`src/rtl/pipeline_memory_control_if.sv`:
```
`default_nettype none
// ============================================================================
// Module      : pipeline_memory_control_if
// Description : Bundle of signals between the EX/MEM latch, data cache and
//               pipeline latches on one side, and the memory-stage control
//               block on the other.
//               master : memory control block (drives requests, strobes, halt)
//               slave  : environment (latch contents, cache hits, read data)
//               Optional stall_cnt member exists only with MEMCTRL_STATS_EN.
// Revision    : 1.0 - initial release
// ============================================================================
interface pipeline_memory_control_if #(
    parameter int WORD_W      = 32,
    parameter int STALL_CNT_W = 32
);
    // Latched memory-stage request and control bits
    logic              dREN_mem;
    logic              dWEN_mem;
    logic              halt_mem;
    logic              brtaken_mem;
    // Fetch / cache handshake
    logic              ihit;
    logic              dhit;
    logic [WORD_W-1:0] dload;
    logic              dmemREN;
    logic              dmemWEN;
    logic [WORD_W-1:0] dmemload_mem;
    // Latch enables and flush strobes
    logic              en_fd;
    logic              en_de;
    logic              en_em;
    logic              en_mw;
    logic              flush_fd;
    logic              flush_de;
    logic              flush_em;
    logic              halt;
`ifdef MEMCTRL_STATS_EN
    logic [STALL_CNT_W-1:0] stall_cnt;
`endif

    modport master (
        input  dREN_mem, dWEN_mem, halt_mem, brtaken_mem, ihit, dhit, dload,
`ifdef MEMCTRL_STATS_EN
        output stall_cnt,
`endif
        output dmemREN, dmemWEN, dmemload_mem,
        output en_fd, en_de, en_em, en_mw, flush_fd, flush_de, flush_em, halt
    );

    modport slave (
        output dREN_mem, dWEN_mem, halt_mem, brtaken_mem, ihit, dhit, dload,
`ifdef MEMCTRL_STATS_EN
        input  stall_cnt,
`endif
        input  dmemREN, dmemWEN, dmemload_mem,
        input  en_fd, en_de, en_em, en_mw, flush_fd, flush_de, flush_em, halt
    );
endinterface
`default_nettype wire

```
`src/rtl/pipeline_memory_control.sv`:
```
`default_nettype none
// ============================================================================
// Module      : pipeline_memory_control
// Description : Memory-stage controller at the consumer end of the EX/MEM
//               latch. Runs the data-cache request/acknowledge handshake,
//               holds load data while waiting for instruction fetch, drives
//               the latch enable/flush strobes and owns the sticky halt.
// Ports       : CLK  - clock, rising edge
//               nRST - synchronous active-low reset
//               bus  - pipeline_memory_control_if.master (requests, hits,
//                      load data, latch enables/flushes, halt, stall_cnt)
// Options     : MEMCTRL_STATS_EN - adds a saturating stall-cycle counter
// Revision    : 1.0 - initial release
// ============================================================================
module pipeline_memory_control #(
    parameter int WORD_W      = 32,
    parameter int STALL_CNT_W = 32
) (
    input  logic                        CLK,
    input  logic                        nRST,
    pipeline_memory_control_if.master   bus
);

    typedef enum logic [1:0] {
        RUN    = 2'd0,
        WAIT_I = 2'd1,   // data access done, waiting for the fetch to finish
        HALTED = 2'd2
    } state_t;

    state_t            state;
    state_t            state_nxt;
    logic [WORD_W-1:0] load_q;
    logic              mem_op;
    logic              mem_free;
    logic              adv;
    logic              do_flush;

    assign mem_op   = bus.dREN_mem | bus.dWEN_mem;
    // In WAIT_I the access already completed, so memory no longer holds us.
    assign mem_free = ~mem_op | bus.dhit | (state == WAIT_I);
    assign adv      = bus.ihit & mem_free & (state != HALTED);
    assign do_flush = bus.brtaken_mem & adv;

    always_ff @(posedge CLK) begin
        if (!nRST) begin
            state  <= RUN;
            load_q <= '0;
        end else begin
            state <= state_nxt;
            // Keep the returned word so it survives a fetch stall.
            if (bus.dhit && (state == RUN))
                load_q <= bus.dload;
        end
    end

    always_comb begin
        state_nxt    = state;
        bus.dmemWEN  = 1'b0;
        bus.dmemREN  = 1'b0;
        bus.en_fd    = 1'b0;
        bus.en_de    = 1'b0;
        bus.en_em    = 1'b0;
        bus.en_mw    = 1'b0;
        bus.flush_fd = 1'b0;
        bus.flush_de = 1'b0;
        bus.flush_em = 1'b0;

        case (state)
            RUN: begin
                if (mem_op && bus.dhit && !bus.ihit)
                    state_nxt = WAIT_I;
                else if (adv && bus.halt_mem)
                    state_nxt = HALTED;
            end
            WAIT_I: begin
                if (bus.ihit)
                    state_nxt = bus.halt_mem ? HALTED : RUN;
            end
            HALTED:  state_nxt = HALTED;
            default: state_nxt = RUN;
        endcase

        // Requests only issue from RUN; store wins when both bits are set.
        if (state == RUN) begin
            bus.dmemWEN = bus.dWEN_mem;
            bus.dmemREN = bus.dREN_mem & ~bus.dWEN_mem;
        end

        // The latches give enable priority over flush, so a flushed latch
        // must see its enable low. MEM/WB still advances on a flush.
        bus.en_mw    = adv;
        bus.en_fd    = adv & ~do_flush;
        bus.en_de    = adv & ~do_flush;
        bus.en_em    = adv & ~do_flush;
        bus.flush_fd = do_flush;
        bus.flush_de = do_flush;
        bus.flush_em = do_flush;
    end

    assign bus.dmemload_mem = (state == WAIT_I) ? load_q : bus.dload;
    assign bus.halt         = (state == HALTED);

`ifdef MEMCTRL_STATS_EN
    logic [STALL_CNT_W-1:0] stall_q;

    // Saturating count of non-halted cycles that did not advance.
    always_ff @(posedge CLK) begin
        if (!nRST)
            stall_q <= '0;
        else if ((state != HALTED) && !adv && (stall_q != '1))
            stall_q <= stall_q + STALL_CNT_W'(1);
    end

    assign bus.stall_cnt = stall_q;
`else
    if (STALL_CNT_W < 1) begin : g_bad_stall_cnt_w
        $error("STALL_CNT_W must be at least 1");
    end
`endif

endmodule
`default_nettype wire
```
`src/flat_wrapper.sv`:
```
// flat-port wrapper written by rule: the top's interface ports become plain ports
module pipeline_memory_control_flat 
#(
    parameter int WORD_W      = 32,
    parameter int STALL_CNT_W = 32
)
  (CLK, nRST, bus_dREN_mem, bus_dWEN_mem, bus_halt_mem, bus_brtaken_mem, bus_ihit, bus_dhit, bus_dload, bus_dmemREN, bus_dmemWEN, bus_dmemload_mem, bus_en_fd, bus_en_de, bus_en_em, bus_en_mw, bus_flush_fd, bus_flush_de, bus_flush_em, bus_halt);
  pipeline_memory_control_if #(.WORD_W(WORD_W), .STALL_CNT_W(STALL_CNT_W)) bus_i ();
  input  logic CLK;
  input  logic nRST;
  input wire logic [$bits(bus_i.dREN_mem)-1:0] bus_dREN_mem;
  input wire logic [$bits(bus_i.dWEN_mem)-1:0] bus_dWEN_mem;
  input wire logic [$bits(bus_i.halt_mem)-1:0] bus_halt_mem;
  input wire logic [$bits(bus_i.brtaken_mem)-1:0] bus_brtaken_mem;
  input wire logic [$bits(bus_i.ihit)-1:0] bus_ihit;
  input wire logic [$bits(bus_i.dhit)-1:0] bus_dhit;
  input wire logic [$bits(bus_i.dload)-1:0] bus_dload;
  output wire logic [$bits(bus_i.dmemREN)-1:0] bus_dmemREN;
  output wire logic [$bits(bus_i.dmemWEN)-1:0] bus_dmemWEN;
  output wire logic [$bits(bus_i.dmemload_mem)-1:0] bus_dmemload_mem;
  output wire logic [$bits(bus_i.en_fd)-1:0] bus_en_fd;
  output wire logic [$bits(bus_i.en_de)-1:0] bus_en_de;
  output wire logic [$bits(bus_i.en_em)-1:0] bus_en_em;
  output wire logic [$bits(bus_i.en_mw)-1:0] bus_en_mw;
  output wire logic [$bits(bus_i.flush_fd)-1:0] bus_flush_fd;
  output wire logic [$bits(bus_i.flush_de)-1:0] bus_flush_de;
  output wire logic [$bits(bus_i.flush_em)-1:0] bus_flush_em;
  output wire logic [$bits(bus_i.halt)-1:0] bus_halt;
  assign bus_i.dREN_mem = bus_dREN_mem;
  assign bus_i.dWEN_mem = bus_dWEN_mem;
  assign bus_i.halt_mem = bus_halt_mem;
  assign bus_i.brtaken_mem = bus_brtaken_mem;
  assign bus_i.ihit = bus_ihit;
  assign bus_i.dhit = bus_dhit;
  assign bus_i.dload = bus_dload;
  assign bus_dmemREN = bus_i.dmemREN;
  assign bus_dmemWEN = bus_i.dmemWEN;
  assign bus_dmemload_mem = bus_i.dmemload_mem;
  assign bus_en_fd = bus_i.en_fd;
  assign bus_en_de = bus_i.en_de;
  assign bus_en_em = bus_i.en_em;
  assign bus_en_mw = bus_i.en_mw;
  assign bus_flush_fd = bus_i.flush_fd;
  assign bus_flush_de = bus_i.flush_de;
  assign bus_flush_em = bus_i.flush_em;
  assign bus_halt = bus_i.halt;
  pipeline_memory_control #(.WORD_W(WORD_W), .STALL_CNT_W(STALL_CNT_W)) u_core (.CLK(CLK), .nRST(nRST), .bus(bus_i));
endmodule
```
`config.mk`:
```
export PLATFORM = sky130hd
export DESIGN_NAME = pipeline_memory_control_flat
export DESIGN_NICKNAME = d
export VERILOG_FILES = /design/src/rtl/pipeline_memory_control_if.sv /design/src/rtl/pipeline_memory_control.sv /design/src/flat_wrapper.sv
export SDC_FILE = /design/constraint.sdc
export NUM_CORES = 1
export LEC_CHECK = 0
export ABC_CLOCK_PERIOD_IN_PS = 1910
export BUFFER_PORTS_ARGS = -buffer_cell sky130_fd_sc_hd__buf_4
export CAP_MARGIN = 20
export CORE_ASPECT_RATIO = 1.2
export CORE_MARGIN = 4
export CORE_UTILIZATION = 46
export CTS_CLUSTER_SIZE = 12
export DETAILED_ROUTE_END_ITERATION = 8
export PLACE_DENSITY = 0.77
export SLEW_MARGIN = 5
export SYNTH_ARGS = -nofsm -noshare
export SYNTH_HDL_FRONTEND = slang
export SYNTH_SLANG_ARGS = --single-unit
```
`constraint.sdc`:
```
create_clock -name CLK -period 1.91 [get_ports CLK]
set_clock_uncertainty 0.05 [all_clocks]
set_input_delay 0.382 -clock CLK [delete_from_list [all_inputs] [get_ports CLK]]
set_output_delay 0.382 -clock CLK [all_outputs]
set_load 0.02 [all_outputs]
```
==> summary.md, run 1 <==
| Metric | Value |
|---|---|
| HP Class | input port to register |
| Via count of the first global-routing pass | 1591 |
| Root Buffer | clkbuf_8 |
| # DRC | 0 |
| Post-synth design cell area | 1780 sq um |
| Count of input and output buffers | 81 |
| Number of buffers inserted during clock tree synthesis | 5 |
| Max-slew violation count | 0 |
| Detailed router's first-iteration violation count | between 60 and 70 |
| Post-Synthesis Net Count | between 200 and 250 |
| Tmin final | around 1900 ps |
| Via Count | 1625 |
| Part of the power in the clock network | 0.300 |
| Leak Pwr | 1.10 nW |
| Portion of the clock cycle consumed by the worst path in the final layout | 1.01 |
| Largest net degree at the start of global routing | 59 |
| Nets | 319 |
| Number of synthesized register bits | 34 |
| XOR/XNOR share of the synthesized area | 0 |
| Critical path data required time | about 1500 ps |
| Remaining global-route overflow | 0 |
| Chip width | 64.7 um |
| Count of antenna diodes in the layout | 0 |
| CTS tree | done |
| Crit path largest cell delay | 350 ps |
| Compound-cell area share of the yosys netlist | 0.106 |
| Final Hold Fails | 0 |
| # clock sinks | 34 |
| Worst-skew pair later-pin latency | 270 ps |
| Area overhead of the layout relative to synthesis | 42.6% |
| Post-detailed-routing wire length | 4.03 mm |
| Rel. slew slack | 0.653 |
| Hold Path Depth | 3 |
| Mux cell area share after synthesis | 0.209 |
| Transition time at the pin with the least slew margin | between 500 and 600 ps |
| Share of cells above drive strength 1 | 0.504 |
| Vias per std cell | ~5 |
| Count of placed standard cells including taps | 321 |
| Clock transition time at the flip-flop clock pins of the worst setup and hold paths | 70 ps |
| Post-synthesis share of cell area spent on full adders, half adders and majority gates | 0.00563 |
| Power Density | around 720 nW/um^2 |
| Largest driver fanout on the critical path | 11 |
| Mapped Cells | just over 200 |
| Worst-path cell chain | nand2b_2 > buf_8 > mux2_2 > buf_4 |
| Synth warnings | 0 |
| Class of the most critical setup path | register to output port |
| Origin of the worst min-delay path | bus_dload[5] |
| Number of setup violations in the final report | 15 |
| Count of pins on the block boundary | 82 |
| Switching power of the nets | 0.000530 W |
| Failing checks | negative setup slack |
| Simple logic cell fraction of the synthesized area | 0.208 |
| DP HPWL | 2.84 mm |
| Buf+Inv Stages, Crit Path | 2 |
| Kind of end point of the critical path | output port |
| Unrepaired setup endpoints after global routing | yes |
| Worst Setup Start Kind | register |
| Worst slack at placement | -6.04 ps |
| Global placer's final weighted congestion | slightly below 0.7 |
| Count of maximum capacitance violations | 0 |
| Number of nets still failing antenna checks after routing | 0 |
| Wire length of the first global-routing pass | 6.95 mm |
| Sequential element share of the synthesized area | 0.383 |
| Fraction of power consumed by sequential logic | 0.430 |
| Yosys cell types | 25 |
| Worst Hold Slack | 272 ps |
| Path length in cells of the critical path | 4 |
| End of the worst hold path | u_core.load_q[5]$_SDFFE_PN0P_ |
| Detailed-route wire length per cell | 12.1 um |
| Buffers from clock root to sink, at most | 2 |
| Upper clock frequency limit | between 500 and 600 MHz |
| Status | finished, violations left |
| Placement row count | 24 |
| Fraction of power spent switching nets | 0.290 |
| Floorplan die height | between 70 and 80 um |
| RR Startpoint | u_core.state[1]$_SDFFE_PN0P_ |
| Initial core utilization | 0.481 |
| Total track usage | 0.171 |
| Non-filler cells, final | 332 |
| Overall power of the completed layout | 0.00182 W |
| Worst R2R End | u_core.load_q[12]$_SDFFE_PN0P_ |
| Quantity of hold-fixing buffers added after cts | 0 |
| Final setup margin | -15.3 ps |
| Reg2Reg Setup Slack | around 420 ps |
| Largest family of logic cells by synthesized area | multiplexers |
| Number of cells on the worst reg-to-reg path | 6 |
| Count of TritonRoute iterations in the first routing pass | 4 |
| Level count of the clock H-tree | 2 |
| Total negative slack | -74.5 ps |
| Highest ir drop seen on vdd | 0.477 mV |
| Comb power frac | 0.270 |
| Worst path top cell family by delay | multiplexers |
| Core Area | 3690 sq um |
| Mean cell area of the mapped netlist | around 9 sq um |
| Crit path DAT | 1490 ps |
| Full die area | 4930 sq um |
| Initial antenna violation count | 0 |
| Internal power | 0.00129 W |
| Critical-path cell with the highest stage delay | mux2_2 |
layout make-up:
| cell class | count | area, sq um |
|---|---|---|
| Timing Repair Buffer | 91 | 713 |
| Clock buffer | 6 | 82.6 |
| Inverter | 1 | 3.75 |
| Clock inverter | 2 | 12.5 |
| Tap cell | 52 | 65.1 |
| Sequential cell | 34 | 686 |
| Multi-Input combinational cell | 146 | 971 |
| Fill cell | 333 | 1160 |
flip-flops by register name, indices dropped and copies added (netlist names):
name	count
u_core.load_q	32
u_core.state	2
cells by family (layout without fill, tap and decap cells):
group,Yosys count,count (layout)
and+or+nand+nor,77,77
muxes,32,32
adders and majority gates,1,1
AOI/OAI and AO/OA,36,36
DFF,34,34
buffers and inverters,23,100
layout by cell type, fill, tap and decap left out, drive strengths merged:
cell type,synthesis,final
a21oi,1,1
a22o,1,1
and4b,1,1
buf,15,91
clkbuf,7,6
clkinv,0,1
clkinvlp,0,1
dfxtp,34,34
inv,1,1
maj3,1,1
mux2,32,32
nand2,35,35
nand2b,1,1
nand3,32,32
nor2,2,2
nor2b,2,2
nor3b,3,3
nor4b,1,1
o21ai,33,33
o21ba,1,1
cells in the mapped netlist, drive strengths merged:
cell type | instances | share of area
nand2b | 1 | 0.0035
a22o | 1 | 0.0049
nor2 | 2 | 0.0042
a21oi | 1 | 0.0028
buf | 15 | 0.068
inv | 1 | 0.0021
nor3b | 3 | 0.019
o21ai | 33 | 0.093
maj3 | 1 | 0.0056
nor4b | 1 | 0.0049
nand3 | 32 | 0.090
nor2b | 2 | 0.0070
and4b | 1 | 0.0056
clkbuf | 7 | 0.017
o21ba | 1 | 0.0056
mux2 | 32 | 0.21
nand2 | 35 | 0.074
dfxtp | 34 | 0.38
worst max path at each step:
stage,start,to,slack [ps]
finish,u_core.state[1]$_SDFFE_PN0P_,bus_dmemload_mem[7],-20
global route,u_core.state[1]$_SDFFE_PN0P_,bus_en_de,-90
CTS,bus_dWEN_mem,bus_en_de,-30
detailed placement,bus_dWEN_mem,bus_en_de,-6
global placement,bus_dWEN_mem,bus_en_fd,10
floorplan,bus_dWEN_mem,bus_en_em,0.5
worst min-delay path, stage by stage:
cell and delay [ps]:
buf_4 80, nand3_1 50, o21ai_0 60
power groups by stage:
stage	clock (W)	combinational [W]	sequential, W
4_1_cts	0.000565	0.000494	0.000784
2_1_floorplan	0	0.000304	0.000795
5_1_grt	0.000590	0.000535	0.000792
3_5_place_dp	0	0.000478	0.000801
6_report	0.000548	0.000492	0.000785
3_3_place_gp	0	0.000471	0.000800
per-layer routing:
metal  global-route usage  vias up  part of all wire
li1                     -      853                 -
met1                0.204      721              0.42
met2                0.285       47              0.49
met3               0.0546        4             0.072
met4               0.0613        0             0.015
met5                    0        -                 0
through the flow:
| step | cell area, sq um | util |
|---|---|---|
| detailed placement | 2370 | 0.641 |
| finish | 2530 | 0.686 |
| global placement | 2370 | 0.641 |
| global route | 2530 | 0.686 |
| floorplan | 1800 | - |
| CTS | 2520 | 0.681 |
what timing repair did:
item	CTS	global route
pin swaps	2	1
endpoints found under the setup margin	39	36
gates resized for setup	11	5
buffers inserted	2	0
gates cloned	1	0
Note: power is estimated with default switching activity, not from simulation.
==> run 2: changes to the inputs <==
Settings changed: PLACE_DENSITY 0.77 to 0.79.
==> summary.md, run 2 (synthesis gave the netlist of run 1 again) <==
| Metric | Value |
|---|---|
| Crit path DAT | 1490 ps (about the same) |
| Worst slack at placement | -4.14 ps (+1.90 ps) |
| Level count of the clock H-tree | 2 (unchanged) |
| Share of cells above drive strength 1 | 0.498 (-0.00535) |
| Number of cells on the worst reg-to-reg path | 6 (unchanged) |
| Upper clock frequency limit | 521 MHz (+0.28%) |
| Full die area | 4930 sq um (unchanged) |
| Count of TritonRoute iterations in the first routing pass | 4 (unchanged) |
| Floorplan die height | 76.1 um (unchanged) |
| Nets | 320 (+0.31%) |
| Buffers from clock root to sink, at most | 2 (unchanged) |
| Most frequent CP cell | buf_6 |
| Count of pins on the block boundary | 82 (unchanged) |
| Unrepaired setup endpoints after global routing | yes |
| Failing checks | negative setup slack |
| Core Area | 3690 sq um (unchanged) |
| Detailed-route wire length per cell | 13.5 um (+11%) |
| Total track usage | 0.171 (-0.000398) |
| Hold Path Depth | 3 (unchanged) |
| HP Class | input port to register |
| Global placer's final weighted congestion | 0.693 (+2.8%) |
| Area overhead of the layout relative to synthesis | 48.5% |
| Kind of end point of the critical path | output port |
| Count of antenna diodes in the layout | 0 (unchanged) |
| Chip width | 64.7 um (unchanged) |
| Worst-skew pair later-pin latency | 280 ps (about the same) |
| Initial antenna violation count | 0 (unchanged) |
| Number of setup violations in the final report | 3 (-12) |
| Count of input and output buffers | 81 (unchanged) |
| Placement row count | 24 (unchanged) |
| Largest net degree at the start of global routing | 49 (-17%) |
| Wire length of the first global-routing pass | 6.84 mm (-1.6%) |
| Rel. slew slack | 0.702 (+0.0492) |
| DP HPWL | 2.95 mm (+4.0%) |
| Vias per std cell | 5.03 (+2.8%) |
| Non-filler cells, final | 333 (+0.30%) |
| Post-detailed-routing wire length | 4.49 mm (+11%) |
| Root Buffer | clkbuf_8 |
| Final Hold Fails | 0 (unchanged) |
| Commonest non-fill, non-tap cell in the layout | buf_4 |
| CTS tree | done |
| Critical-path cell with the highest stage delay | maj3_2 |
| Design area | 2640 sq um (+4.1%) |
| Max-slew violation count | 0 (unchanged) |
| Tmin final | 1920 ps (-5.31 ps) |
| Worst Hold Slack | 278 ps (+5.33 ps) |
| Worst Setup Start Kind | register |
| Class of the most critical setup path | register to output port |
| Register containing the most flip-flops in the final layout | u_core.load_q |
| Clock transition time at the flip-flop clock pins of the worst setup and hold paths | 70 ps (about the same) |
| # DRC | 0 (unchanged) |
| Remaining global-route overflow | 0 (unchanged) |
| Worst-path cell chain | buf_6 > maj3_2 > nor3b_4 > buf_6 |
| Max FFs per register | 32 (unchanged) |
| Portion of the clock cycle consumed by the worst path in the final layout | 1.01 (-0.00278) |
| Largest driver fanout on the critical path | 3 (-8) |
| # clock sinks | 34 (unchanged) |
| Most frequent cells in the layout | buf_4 (76), nand2_1 (35), nand3_1 (32), dfxtp_1 (32), o21ai_0 (28) |
| Critical path data required time | 1480 ps (about the same) |
| Number of nets still failing antenna checks after routing | 0 (unchanged) |
| Final setup margin | -10.0 ps (+5.31 ps) |
| Via Count | 1676 (+3.1%) |
| Biggest registers after layout | u_core.load_q: 32 flops, u_core.state: 2 flops |
| Number of buffers inserted during clock tree synthesis | 5 (unchanged) |
| Final Core Density | 0.714 (+0.0281) |
| Crit path largest cell delay | 340 ps (about the same) |
| Leak Pwr | 1.20 nW (+8.7%) |
| Power Density | 701 nW/um^2 (-2.6%) |
| Count of maximum capacitance violations | 0 (unchanged) |
| Count of placed standard cells including taps | 321 (unchanged) |
| Transition time at the pin with the least slew margin | 447 ps (-73.7 ps) |
| Detailed router's first-iteration violation count | 92 (+46%) |
| Initial core utilization | 0.481 (unchanged) |
| Area after DPL | 2380 sq um (+0.53%) |
| Status | finished, violations left |
| Via count of the first global-routing pass | 1532 (-3.7%) |
| Highest ir drop seen on vdd | 0.550 mV (+15%) |
[run 2: changes by cell type in the layout (fill, tap and decap cells not counted), moves of 8 or more]
cell,before,now
mux2_2,29,16
mux2_4,3,16
buf_4,84,76
buf_6,6,14
[run 2: worst max-delay path: cells and delay by family (launching register included)]
family,cells,cell delay (ps)
fa+ha+maj,1,340
flops,1,320
buf+inv,2,270
simple gates,1,270
[run 2: power by group]
part	total [W]	switching [W]	internal [W]
clock	0.000532	0.000242	0.000290
combinational	0.000529	0.000258	0.000271
sequential	0.000788	0.0000271	0.000761
total	0.00185	0.000527	0.00132
[run 2: timing repair]
item	in CTS	in global routing
endpoints found under the setup margin	24	21
pin swaps	3	0
hold buffers	0	0
resized for setup	15	19
cloned	1	2
buffers inserted	1	0
[run 2: cell type report]
class / count / area, sq um
fill: 303 / 1060
clock buffer: 7 / 86.3
sequential: 34 / 686
tap: 52 / 65.1
timing repair buffer: 92 / 773
clock inverter: 1 / 5.00
inverter: 1 / 3.75
multi-input combinational: 146 / 1020
[run 2: layer usage]
metal  part of all wire  global-route usage  up-vias
met5                  0                   0        -
met4              0.020              0.0507        0
met3              0.066              0.0531        8
met2               0.50               0.297       53
met1               0.41               0.197      761
li1                   -                   -      854
[run 2: through the flow]
stage	TNS, ps	power [W]
after detailed placement	-11.4	0.00129
after CTS	-23.7	0.00183
after floorplan	0	0.00110
final	-27.3	0.00185
after global placement	0	0.00127
after global routing	-653	0.00194
[run 2: worst paths after layout]
kind	start	to	slack [ps]
worst max-delay path	u_core.state[1]$_SDFFE_PN0P_	bus_en_de	-10
worst min-delay path	bus_dload[25]	u_core.load_q[25]$_SDFFE_PN0P_	280
worst max register to register	u_core.state[1]$_SDFFE_PN0P_	u_core.load_q[27]$_SDFFE_PN0P_	430
worst min register to register	u_core.load_q[22]$_SDFFE_PN0P_	u_core.load_q[22]$_SDFFE_PN0P_	400
